**config.mk**
```make
export PLATFORM = sky130hd
export DESIGN_NAME = decode_stage
export DESIGN_NICKNAME = d
export VERILOG_FILES = /design/src/rtl/decode_stage.sv
export SDC_FILE = /design/constraint.sdc
export NUM_CORES = 1
export LEC_CHECK = 0
export CAP_MARGIN = 20
export CORE_MARGIN = 3
export CORE_UTILIZATION = 49
export CTS_CLUSTER_DIAMETER = 120
export DETAILED_ROUTE_END_ITERATION = 7
export PLACE_DENSITY = 0.85
export SYNTH_ARGS = -nofsm -noshare
export SYNTH_HDL_FRONTEND = slang
export SYNTH_SLANG_ARGS = --single-unit
```
**constraint.sdc**
```tcl
create_clock -name clk -period 4 [get_ports clk]
set_input_delay 1 -clock clk [delete_from_list [all_inputs] [get_ports clk]]
set_output_delay 1 -clock clk [all_outputs]
set_load 0.005 [all_outputs]
```
**src/rtl/decode_stage.sv**
```systemverilog
// Instruction-decode pipeline stage: decodes an instruction into datapath controls held
// behind a valid/ready output register, with flush, load-use bubbles and sticky error counters.
module decode_stage #(
    parameter int IW        = 32,
    parameter int RAW       = 5,
    parameter bit HAZARD_EN = 1'b1,
    parameter int CNTW      = 16
) (
    input  logic            clk,
    input  logic            rst_n,
    input  logic            in_valid,
    output logic            in_ready,
    input  logic [IW-1:0]   instruction,
    input  logic            flush,
    output logic            out_valid,
    input  logic            out_ready,
    output logic            RW,
    output logic            PS,
    output logic            MW,
    output logic            MB,
    output logic            MA,
    output logic            CS,
    output logic [1:0]      MD,
    output logic [1:0]      BS,
    output logic [3:0]      FS,
    output logic [RAW-1:0]  DA,
    output logic [RAW-1:0]  AA,
    output logic [RAW-1:0]  BA,
    output logic            illegal_sticky,
    output logic [CNTW-1:0] bubble_cnt
);

    typedef struct packed {
        logic       rw;
        logic       ps;
        logic       mw;
        logic       mb;
        logic       ma;
        logic       cs;
        logic [1:0] md;
        logic [1:0] bs;
        logic [3:0] fs;
    } ctrl_t;

    logic [6:0]     opcode;
    logic [RAW-1:0] da_in, aa_in, ba_in;
    ctrl_t          dec;
    logic           legal, use_a, use_b, hazard, accept;

    ctrl_t          ctrl_q, ctrl_d;
    logic           valid_q, valid_d;
    logic [RAW-1:0] da_q, da_d, aa_q, aa_d, ba_q, ba_d;
    logic           illegal_q, illegal_d;
    logic [CNTW-1:0] bubble_q, bubble_d;

    assign opcode = instruction[IW-1 -: 7];
    assign da_in  = instruction[IW-8 -: RAW];
    assign aa_in  = instruction[IW-8-RAW -: RAW];
    assign ba_in  = instruction[IW-8-2*RAW -: RAW];

    always_comb begin
        dec   = '0;
        legal = 1'b1;
        use_a = 1'b1;
        use_b = 1'b0;
        case (opcode)
            7'b0000000: use_a = 1'b0;
            7'b0000010, 7'b0000101, 7'b0001000, 7'b0001001, 7'b0001010,
            7'b0001011, 7'b0001100, 7'b0001101, 7'b0001110, 7'b1000000:
                dec.rw = 1'b1;
            7'b0100010, 7'b0100101: begin
                dec.rw = 1'b1; dec.mb = 1'b1; dec.cs = 1'b1;
            end
            7'b0101000, 7'b0101001, 7'b0101010, 7'b1000010, 7'b1000101: begin
                dec.rw = 1'b1; dec.mb = 1'b1;
            end
            7'b0010000: begin dec.rw = 1'b1; dec.md = 2'b01; end
            7'b0100000: dec.mw = 1'b1;
            7'b1100101: begin dec.rw = 1'b1; dec.md = 2'b10; end
            7'b1110000: dec.bs = 2'b10;
            7'b1100000: begin dec.bs = 2'b01; dec.mb = 1'b1; dec.cs = 1'b1; end
            7'b1001000: begin
                dec.bs = 2'b01; dec.ps = 1'b1; dec.mb = 1'b1; dec.cs = 1'b1;
            end
            7'b1101000: begin dec.bs = 2'b11; dec.mb = 1'b1; dec.cs = 1'b1; end
            7'b0110000: begin
                dec.rw = 1'b1; dec.bs = 2'b11; dec.mb = 1'b1; dec.ma = 1'b1; dec.cs = 1'b1;
            end
            default: begin legal = 1'b0; use_a = 1'b0; end
        endcase
        if (legal) dec.fs = opcode[3:0];
        if (opcode inside {7'b0001100, 7'b1101000, 7'b0110000}) use_a = 1'b0;
        use_b = opcode inside {7'b0000010, 7'b0000101, 7'b0001000, 7'b0001001,
                               7'b0001010, 7'b0001100, 7'b0100000, 7'b1100101};
    end

    // Only a held load (MD=01 is unique to LD) can create a load-use dependency.
    assign hazard = HAZARD_EN && valid_q && (ctrl_q.md == 2'b01) && in_valid &&
                    ((use_a && (aa_in == da_q)) || (use_b && (ba_in == da_q)));
    assign in_ready = !rst_n && !flush && !hazard && (!valid_q || out_ready);
    assign accept   = in_valid && in_ready;

    always_comb begin
        valid_d   = valid_q;
        ctrl_d    = ctrl_q;
        da_d      = da_q;
        aa_d      = aa_q;
        ba_d      = ba_q;
        illegal_d = illegal_q;
        bubble_d  = bubble_q;
        if (flush) begin
            valid_d = 1'b0;
            ctrl_d  = '0;
            da_d    = '0;
            aa_d    = '0;
            ba_d    = '0;
        end else begin
            if (accept) begin
                valid_d   = 1'b1;
                ctrl_d    = dec;
                da_d      = da_in;
                aa_d      = aa_in;
                ba_d      = ba_in;
                illegal_d = illegal_q || !legal;
            end else if (out_ready) begin
                valid_d = 1'b0;
                ctrl_d  = '0;
            end
            // A stalled execute keeps the hazard pending without producing extra bubbles.
            if (hazard && out_ready && (bubble_q != '1)) bubble_d = bubble_q + CNTW'(1);
        end
    end

    always_ff @(posedge clk) begin
        if (rst_n) begin
            valid_q   <= 1'b0;
            ctrl_q    <= '0;
            da_q      <= '0;
            aa_q      <= '0;
            ba_q      <= '0;
            illegal_q <= 1'b0;
            bubble_q  <= '0;
        end else begin
            valid_q   <= valid_d;
            ctrl_q    <= ctrl_d;
            da_q      <= da_d;
            aa_q      <= aa_d;
            ba_q      <= ba_d;
            illegal_q <= illegal_d;
            bubble_q  <= bubble_d;
        end
    end

    assign out_valid      = valid_q;
    assign RW             = ctrl_q.rw;
    assign PS             = ctrl_q.ps;
    assign MW             = ctrl_q.mw;
    assign MB             = ctrl_q.mb;
    assign MA             = ctrl_q.ma;
    assign CS             = ctrl_q.cs;
    assign MD             = ctrl_q.md;
    assign BS             = ctrl_q.bs;
    assign FS             = ctrl_q.fs;
    assign DA             = da_q;
    assign AA             = aa_q;
    assign BA             = ba_q;
    assign illegal_sticky = illegal_q;
    assign bubble_cnt     = bubble_q;

endmodule

```
After elaboration in Yosys (flattened, before gate mapping)
Cells that the tools add are included.
- input port bits: 37
- flip-flop bits (word level): 47
- word-level logic and storage cells: 95
- reduce and logical (&&, ||, !) cells: 33
- bitwise logic cells: 1
- equal/unequal tests: 29
- $add $sub $neg: 1
- mux-type cells: 16
- operators with widths (operator ; count):
    7-bit == test (second input constant) ; 8
    7-bit by 4-bit == test with 1-bit output (second input constant) ; 7
    7-bit by 6-bit == test with 1-bit output (second input constant) ; 7
    14-bit two-way mux ; 2
    26-bit OR reduction ; 1
    25-bit OR reduction ; 1
    20-bit OR reduction ; 1
    16-bit by 1-bit adder with 16-bit output (second input constant) ; 1
    16-bit inequality test (second input constant) ; 1
    1-bit logical AND ; 11
    1-bit two-way mux ; 11
    11-bit OR reduction ; 1
    5-bit == test ; 2
    8-bit nonzero test ; 1
    7-bit by 2-bit == test with 1-bit output (second input constant) ; 1
    7-bit by 3-bit == test with 1-bit output (second input constant) ; 1
    7-bit by 5-bit == test with 1-bit output (second input constant) ; 1
    7-bit logical NOT ; 1
    2-bit one-hot mux with 3 select lines ; 1
    2-bit OR reduction ; 3
    6-bit OR reduction ; 1
    1-bit logical NOT ; 5
    4-bit two-way mux ; 1
    2-bit one-hot mux with 2 select lines ; 1
    other kinds (6) ; 9

Logic depth before layout (Yosys ltp)
- depth after elaboration: 12
- depth in mapped cells: 10
- gate-level depth less buffers: 7

Worst setup path before layout
No wires, ideal clock.
- path type: input port to output port
- start point: input port instruction[25]
- end point: output port in_ready
- arrival time: 2.311 ns
- cell stages on the path: 6
- slack: 0.689 ns
- path buffers: 1
- cells stage by stage: buf_2 nand3b_1 o21ai_1 o311ai_2 a31oi_4 nor4_1
- cells in the longest elaborated chain, start to end: 10
- ends and longest elaborated chain (item ; line ; source):
    start: declaration ; 13 ; input logic [IW-1:0] instruction,
    7-bit == test (tied with other cells) ; 66, 92 ;
    25-bit OR reduction (no source line) ; n/a ;
    1-bit two-way mux ; 66 ; case (opcode)
    1-bit two-way mux ; 92 ; if (opcode inside {7'b0001100, 7'b1101000, 7'b0110000}) use_a = 1'b0;
    1-bit logical AND ; 99 ; ((use_a && (aa_in == da_q)) || (use_b && (ba_in == da_q)));
    1-bit logical OR * ; 99 ;
    1-bit logical AND * ; 98 ; assign hazard = HAZARD_EN && valid_q && (ctrl_q.md == 2'b01) && in_valid &&
    1-bit logical NOT * ; 100 ; assign in_ready = !rst_n && !flush && !hazard && (!valid_q || out_ready);
    1-bit logical AND * (2 in a row) ; 100 ;
    end: declaration ; 12 ; output logic in_ready,
Mark *: on every way between the ends. The rest lies on a longest branch, timed or not.

Worst setup path after layout
- start point: input port instruction[31]
- end point: output port in_ready
The elaborated chain is that of the path after synthesis.

==> metrics.log <==
INFO  metric status = finished clean
INFO  metric drc = 0
INFO  metric critical-path-max-stage-delay = 0.58 ns
INFO  metric routed_wl = 6970 µm
INFO  metric drive_above_1_share = approximately 15%
INFO  metric power_density_relative_to_cell_area = about 260 nW/µm²
INFO  metric detailedRoute.firstPassIterationCount = 4
INFO  metric nNetsFinal = 450
INFO  metric post-route-cell-area = around 3700 µm²
INFO  metric mostFrequentLayoutCell = clkdlybuf4s50_1
INFO  metric timing.hold.worst.class = flop to flop
INFO  metric die-width = 78.1 µm
INFO  metric ant_nets = 0
INFO  metric tightestPinTransition = 0.529 ns
INFO  metric numClockSinks = 47
INFO  metric path_class = input pin to output pin
INFO  metric first_global_vias = roughly 2500
INFO  metric peakVddDrop = 0.214 mV
INFO  metric clockRootBuffer = clkbuf_8
INFO  metric timing.final.setup_violations = 0
INFO  metric synth_fp_nets = 354
INFO  metric hpwlAfterDp = 5310 µm
INFO  metric numPortBuffers = 74
INFO  metric initial_utilization = between 50% and 60%
INFO  metric unrepaired_setup_endpoints_after_global_routing = no
INFO  metric grtUsageTotal = between 20% and 30%
INFO  metric ys_async_sr_fraction = 0%
INFO  metric design.die.area = roughly 6100 µm²
INFO  metric holdWs = ~0.46 ns
INFO  metric timing.critical_path.slowest_stage_cell = clkdlybuf4s50_1
INFO  metric initialDrtViolationCount = between 90 and 100
INFO  metric cp_required = about 3 ns
INFO  metric antenna_cells_inserted = 0
INFO  metric final_hold_violating_endpoints = 0
INFO  metric layout.area.seq = approximately 940 µm²
INFO  metric postSynthAreaPerCell = 8.06 µm²
INFO  metric worstPathCellList = clkdlybuf4s50_1 > buf_4 > xnor2_1 > nand3_1 > a221o_1 > a21oi_2 > nor4_2 > dlygate4sd2_1
INFO  metric multi_input_area = 1510 µm²
INFO  metric num_rows = 25
INFO  metric num-fill-cells = 367
INFO  metric synthToLayoutAreaGrowth = 45.0%
INFO  metric gr-total-overflow = 0
INFO  metric synthesis.area = 2550 µm²
INFO  metric fin_crit = between 3 and 4 ns
INFO  metric synth_seq_area_share = 36.9%
INFO  metric synth.ff_latch_count = 47
INFO  metric clk_pin_slew = 0.10 ns
INFO  metric hold_path_end = BA[3]$_SDFFE_PP0P_
INFO  metric post_route_insts_no_fill = between 400 and 500
INFO  metric synth_enable_flop_cells = 0
INFO  metric route.detailed.wl_per_inst = roughly 15 µm
INFO  metric cpLargestDelayFamily = buffers and inverters
INFO  metric grt_antenna_before_repair = 0
INFO  metric regToRegEndpoint = bubble_cnt[11]$_SDFFE_PP0P_
INFO  metric post_cts_hold_buffer_count = 0
INFO  metric fin_skew = between 0.01 and 0.015 ns
INFO  metric timing.critical_path.fanout_max = 8
INFO  metric postSynthCellCount = roughly 320
INFO  metric power_leakage = 1.31 nW
INFO  metric netlist.area_leader.share = 36.9%
INFO  metric fin_tns_setup = 0 ns
INFO  metric cts_inserted_buffers = 5
INFO  metric period_share = between 90% and 100%
INFO  metric vias_per_cell = approximately 5.5
INFO  metric finalWeightedCongestion = between 0.8 and 0.9
INFO  metric cap_viol_max_count = 0
INFO  metric end_kind = output pin
INFO  metric critical_path.n_buffers_inverters = 3
INFO  metric r2r_slack = approximately 1.6 ns
INFO  metric yosys.area.top_type = dfxtp_1
INFO  metric crit-reg2reg-launch = DA[2]$_SDFFE_PP0P_
INFO  metric final_cell_mix = clkdlybuf4s50_1, dfxtp_1, nand2_1
INFO  metric worst_max_slew_margin_expressed_relative_to_the_limit = around two thirds
INFO  metric grt_first_pass_wirelength = around 11000 µm
INFO  metric ys_warn_count = 0
INFO  metric synthTopCellsByArea = dfxtp_1, o21ai_0, nand2_1
INFO  metric dpl_cell_area = 3550 µm²
INFO  metric num_io_pins = 85
INFO  metric max_freq = 257 MHz
INFO  metric cts_max_path_buffers = 2
INFO  metric clk_latency = roughly 0.30 ns
INFO  metric worstPathArrival = 2.90 ns
INFO  metric timing.hold.worst.start = BA[3]$_SDFFE_PP0P_
INFO  metric finalCoreUtilization = between 70 and 80%
INFO  metric tritoncts = built
INFO  metric clock_tree.htree_level_count = 2
INFO  metric core = between 4000 and 5000 µm²
INFO  metric grt_max_degree = 37
INFO  metric worstRegToRegCells = 8
INFO  metric yosys.cell_types.count = 52
INFO  metric synth_flop_cell = dfxtp_1
INFO  metric hold-path-cell-count = 2
INFO  metric via_count = between 2000 and 3000
INFO  metric finalMaxSlewViolations = 0
INFO  metric place_inst = around 470
INFO  metric worstSetupStartpointType = input pin
INFO  metric die_h = between 70 and 80 µm
## layout make-up
| class | instances | share of cell area [%] |
|---|---|---|
| flip-flops and latches | 47 | 25.5 |
| well taps | 67 | 2.27 |
| multi-input cells | 243 | 41.0 |
| clock inverters | 3 | 1.19 |
| clock buffers | 5 | 1.86 |
| repair buffers | 109 | 27.6 |
| inverters | 6 | 0.610 |
## Yosys cell counts (all sizes together) (8+ instances only)
library cell  number
nand3             24
clkbuf            10
xor2              14
o21ai             42
or3               10
nand2b             8
nand2             42
a21oi             16
nor2              18
buf               10
dfxtp             47
## how the worst max path moves through the flow
stage	startpoint	end	slack, ns	cells past startpoint
floorplan	instruction[25]	in_ready	0.69	6
global placement	instruction[27]	in_ready	-0.32	7
detailed placement	instruction[27]	in_ready	-0.37	7
CTS	instruction[28]	in_ready	0.03	9
global route	instruction[31]	in_ready	0.03	8
finish	instruction[31]	in_ready	0.10	8
## logic make-up (layout without fill, tap and decap cells)
group                      Yosys count  after routing  synth area share, %
muxes                                2              2                0.786
xor gates and xnor gates            17             17                 5.85
AOI/OAI and AO/OA                   80             80                 22.0
and+or+nand+nor                    143            143                 29.3
buffers and inverters               26            123                 4.67
adders and majority gates            1              1                0.491
DFF                                 47             47                 36.9
## per-stage QoR
step	setup slack, ns	power (mW)
finish	0.105	0.978
global route	0.0271	1.01
CTS	0.0331	0.981
detailed placement	-0.371	0.637
global placement	-0.323	0.634
floorplan	0.689	0.555
## timing repair
item                       in CTS  in global routing
resized for setup               4                  5
pin swaps                       1                  1
setup buffers                   1                  0
setup endpoints to repair       1                  1
## power breakdown
part | internal, mW | switching, mW
logic | 0.0759 | 0.0715
registers | 0.475 | 0.00527
clock network | 0.186 | 0.164
## worst reg2reg max path: cells and delay by family (launching register included)
| family | cells | cell delay (ns) |
|---|---|---|
| AND/OR/NAND/NOR | 3 | 1.03 |
| AO/OA/AOI/OAI | 3 | 0.56 |
| flip-flops | 1 | 0.45 |
| buffers and inverters | 1 | 0.20 |
| XOR/XNOR | 1 | 0.11 |
## registers in the layout (all words and copies together) (netlist names)
name / flops
illegal_sticky: 1
FS: 4
RW: 1
BA: 5
BS: 2
PS: 1
AA: 5
MD: 2
MW: 1
bubble_cnt: 16
MA: 1
CS: 1
out_valid: 1
DA: 5
MB: 1
## metal layers
layer / part of all wire, % / track usage, % / wire, µm / vias to the layer above
li1: - / - / - / 1325
met1: 44 / 27.8 / 3090 / 1224
met2: 51 / 39.2 / 3520 / 65
met3: 4.5 / 4.70 / 312 / 7
met4: 0.59 / 5.59 / 41 / 0
met5: 0 / 0 / 0 / -
Note: power is estimated with default switching activity, not from simulation.
==> RTL change, RTL diff (same settings) <==
Make the reset (`rst_n`) asynchronous in one clocked block.
--- a/src/rtl/decode_stage.sv
+++ b/src/rtl/decode_stage.sv
@@ -132,5 +132,5 @@
     end
 
-    always_ff @(posedge clk) begin
+    always_ff @(posedge clk or posedge rst_n) begin
         if (rst_n) begin
             valid_q   <= 1'b0;
Function: differs if rst_n is asserted again (counterexample within 4 cycles, from zero or initial values and one cycle with rst_n high); with rst_n held inactive, the same outputs for 10 cycles.
==> RTL change against the unedited design <==
  * First-iteration DRC count rose to 2.7 times the old value
  * Synthesized cell count decreased by 5.1%
  * Setup slack worse by 0.068 ns
  * Non-clock buffer count is 17 higher
  * Cell area up 14%
  * Sequential power increased by 3%
  * Synthesized area increased by 14%
  * Routed wire length is 25% higher
  * Sequential cell count unchanged
  * Power rose by 3.5%
  * Critical path type unchanged
  * Clock power decreased by 8.3%
==> RTL change: results (changes against the unedited design) <==
Run status
  • Status: finished clean

Finish
  • Final nets: 453 (+0.67%)
  • Clock buffers: 7 (+2)
  • Share of layout cells above drive strength 1: 0.2308 (+0.08549)
  • Clock-cell share: 0.02461 (-0.005881)
  • NonClk Buf Share: 0.2769 (+0.0008198)
  • Plain + repair buffers: 126 (+16%)
  • Multi-input logic area: 1655 µm² (+9.3%)
  • Inverters: 7 (+1)

Synthesis
  • Synth cell count leaders: dfrtp_1, nand2_1, nor2_1, xor2_1, nor2b_1
  • Synth Instances: 300 (-5.1%)
  • Syn nets: 338 (-4.5%)
  • Top cells by area, synth: dfrtp_1, xor2_1, mux2_2
  • Async set-reset flop share out of synthesis: 1.000 (+1.000)
  • Netlist cell types: 59 (+13%)
  • Adder-Cell Fraction of Synth Area: 0.004320 (-0.0005919)
  • Register area share after synthesis: 0.4060 (+0.03670)
  • Most frequent cell after synthesis: dfrtp_1
  • Compound-gate portion of the synthesized area: 0.08423 (-0.1358)
  • Xor/xnor cell area share of the yosys netlist: 0.08467 (+0.02622)

Worst setup path
  • Max FO, Critical Path: 11 (+3)
  • Arrival @ worst endpoint: 2.96 ns (+0.06 ns)
  • Max stage delay on crit path: 0.47 ns (-0.11 ns)

Place
  • Post-DP Area: 4013 µm² (+13%)
  • Post-place setup slack: -0.3984 ns (-0.02700 ns)
  • GP Congestion: 0.8452 (-0.33%)

Power
  • Clk pwr share: 0.317 (-0.041)
  • Static Leak: 1.961 nW (+49%)
  • Pwr dens: 239.8 nW/µm² (-9.4%)
  • Maximum vdd drop: 0.1213 mV (-43%)
  • Psw: 0.0002663 W (+11%)
  • Combinational Power: 0.000198 W (+35%)

Route
  • WL met3: 573 µm (+84%)
  • Routed wire per std cell: 17.78 µm (+23%)
  • DRT iter0 DRCs: 243 (+170%)
  • Met2 wire len: 4286 µm (+22%)

CTS
  • Clock slew at reported path FFs: 0.08 ns (-0.02 ns)

Global route
  • First-pass GRT wire length: 13760 µm (+23%)
  • Met2 usage: 0.4257 (+0.03353)
  • Vias in the first global route: 2765 (+13%)

STA
  • Worst-Margin Slew: 1.055 ns (+0.5264 ns)
==> RTL change: cell count changes in the layout (fill, tap and decap cells not counted), sizes merged, moves of 11 or more <==
cell   change
dfrtp     +47
dfxtp     -47
o21ai     -39
buf       +17
mux2      +17
nor2b     +15
a21oi     -11
mux2i     +11
==> RTL change: path summary, 6_finish.rpt <==
check	from	to	slack, ns	cells past startpoint
min reg2reg	illegal_sticky	illegal_sticky	0.48	1
min	illegal_sticky	illegal_sticky	0.48	1
max in group asynchronous	rst_n	bubble_cnt[1]	2.12	2
max reg2reg	DA[3]	bubble_cnt[3]	1.19	10
max	instruction[29]	in_ready	0.04	9
min in group asynchronous	rst_n	bubble_cnt[14]	1.27	2
==> RTL change: timing repair <==
action,CTS,global route
hold endpoints to repair,0,0
pin swaps,6,7
gates resized for setup,16,7
setup buffers,2,2
cloned,0,0
endpoints found under the setup margin,1,1
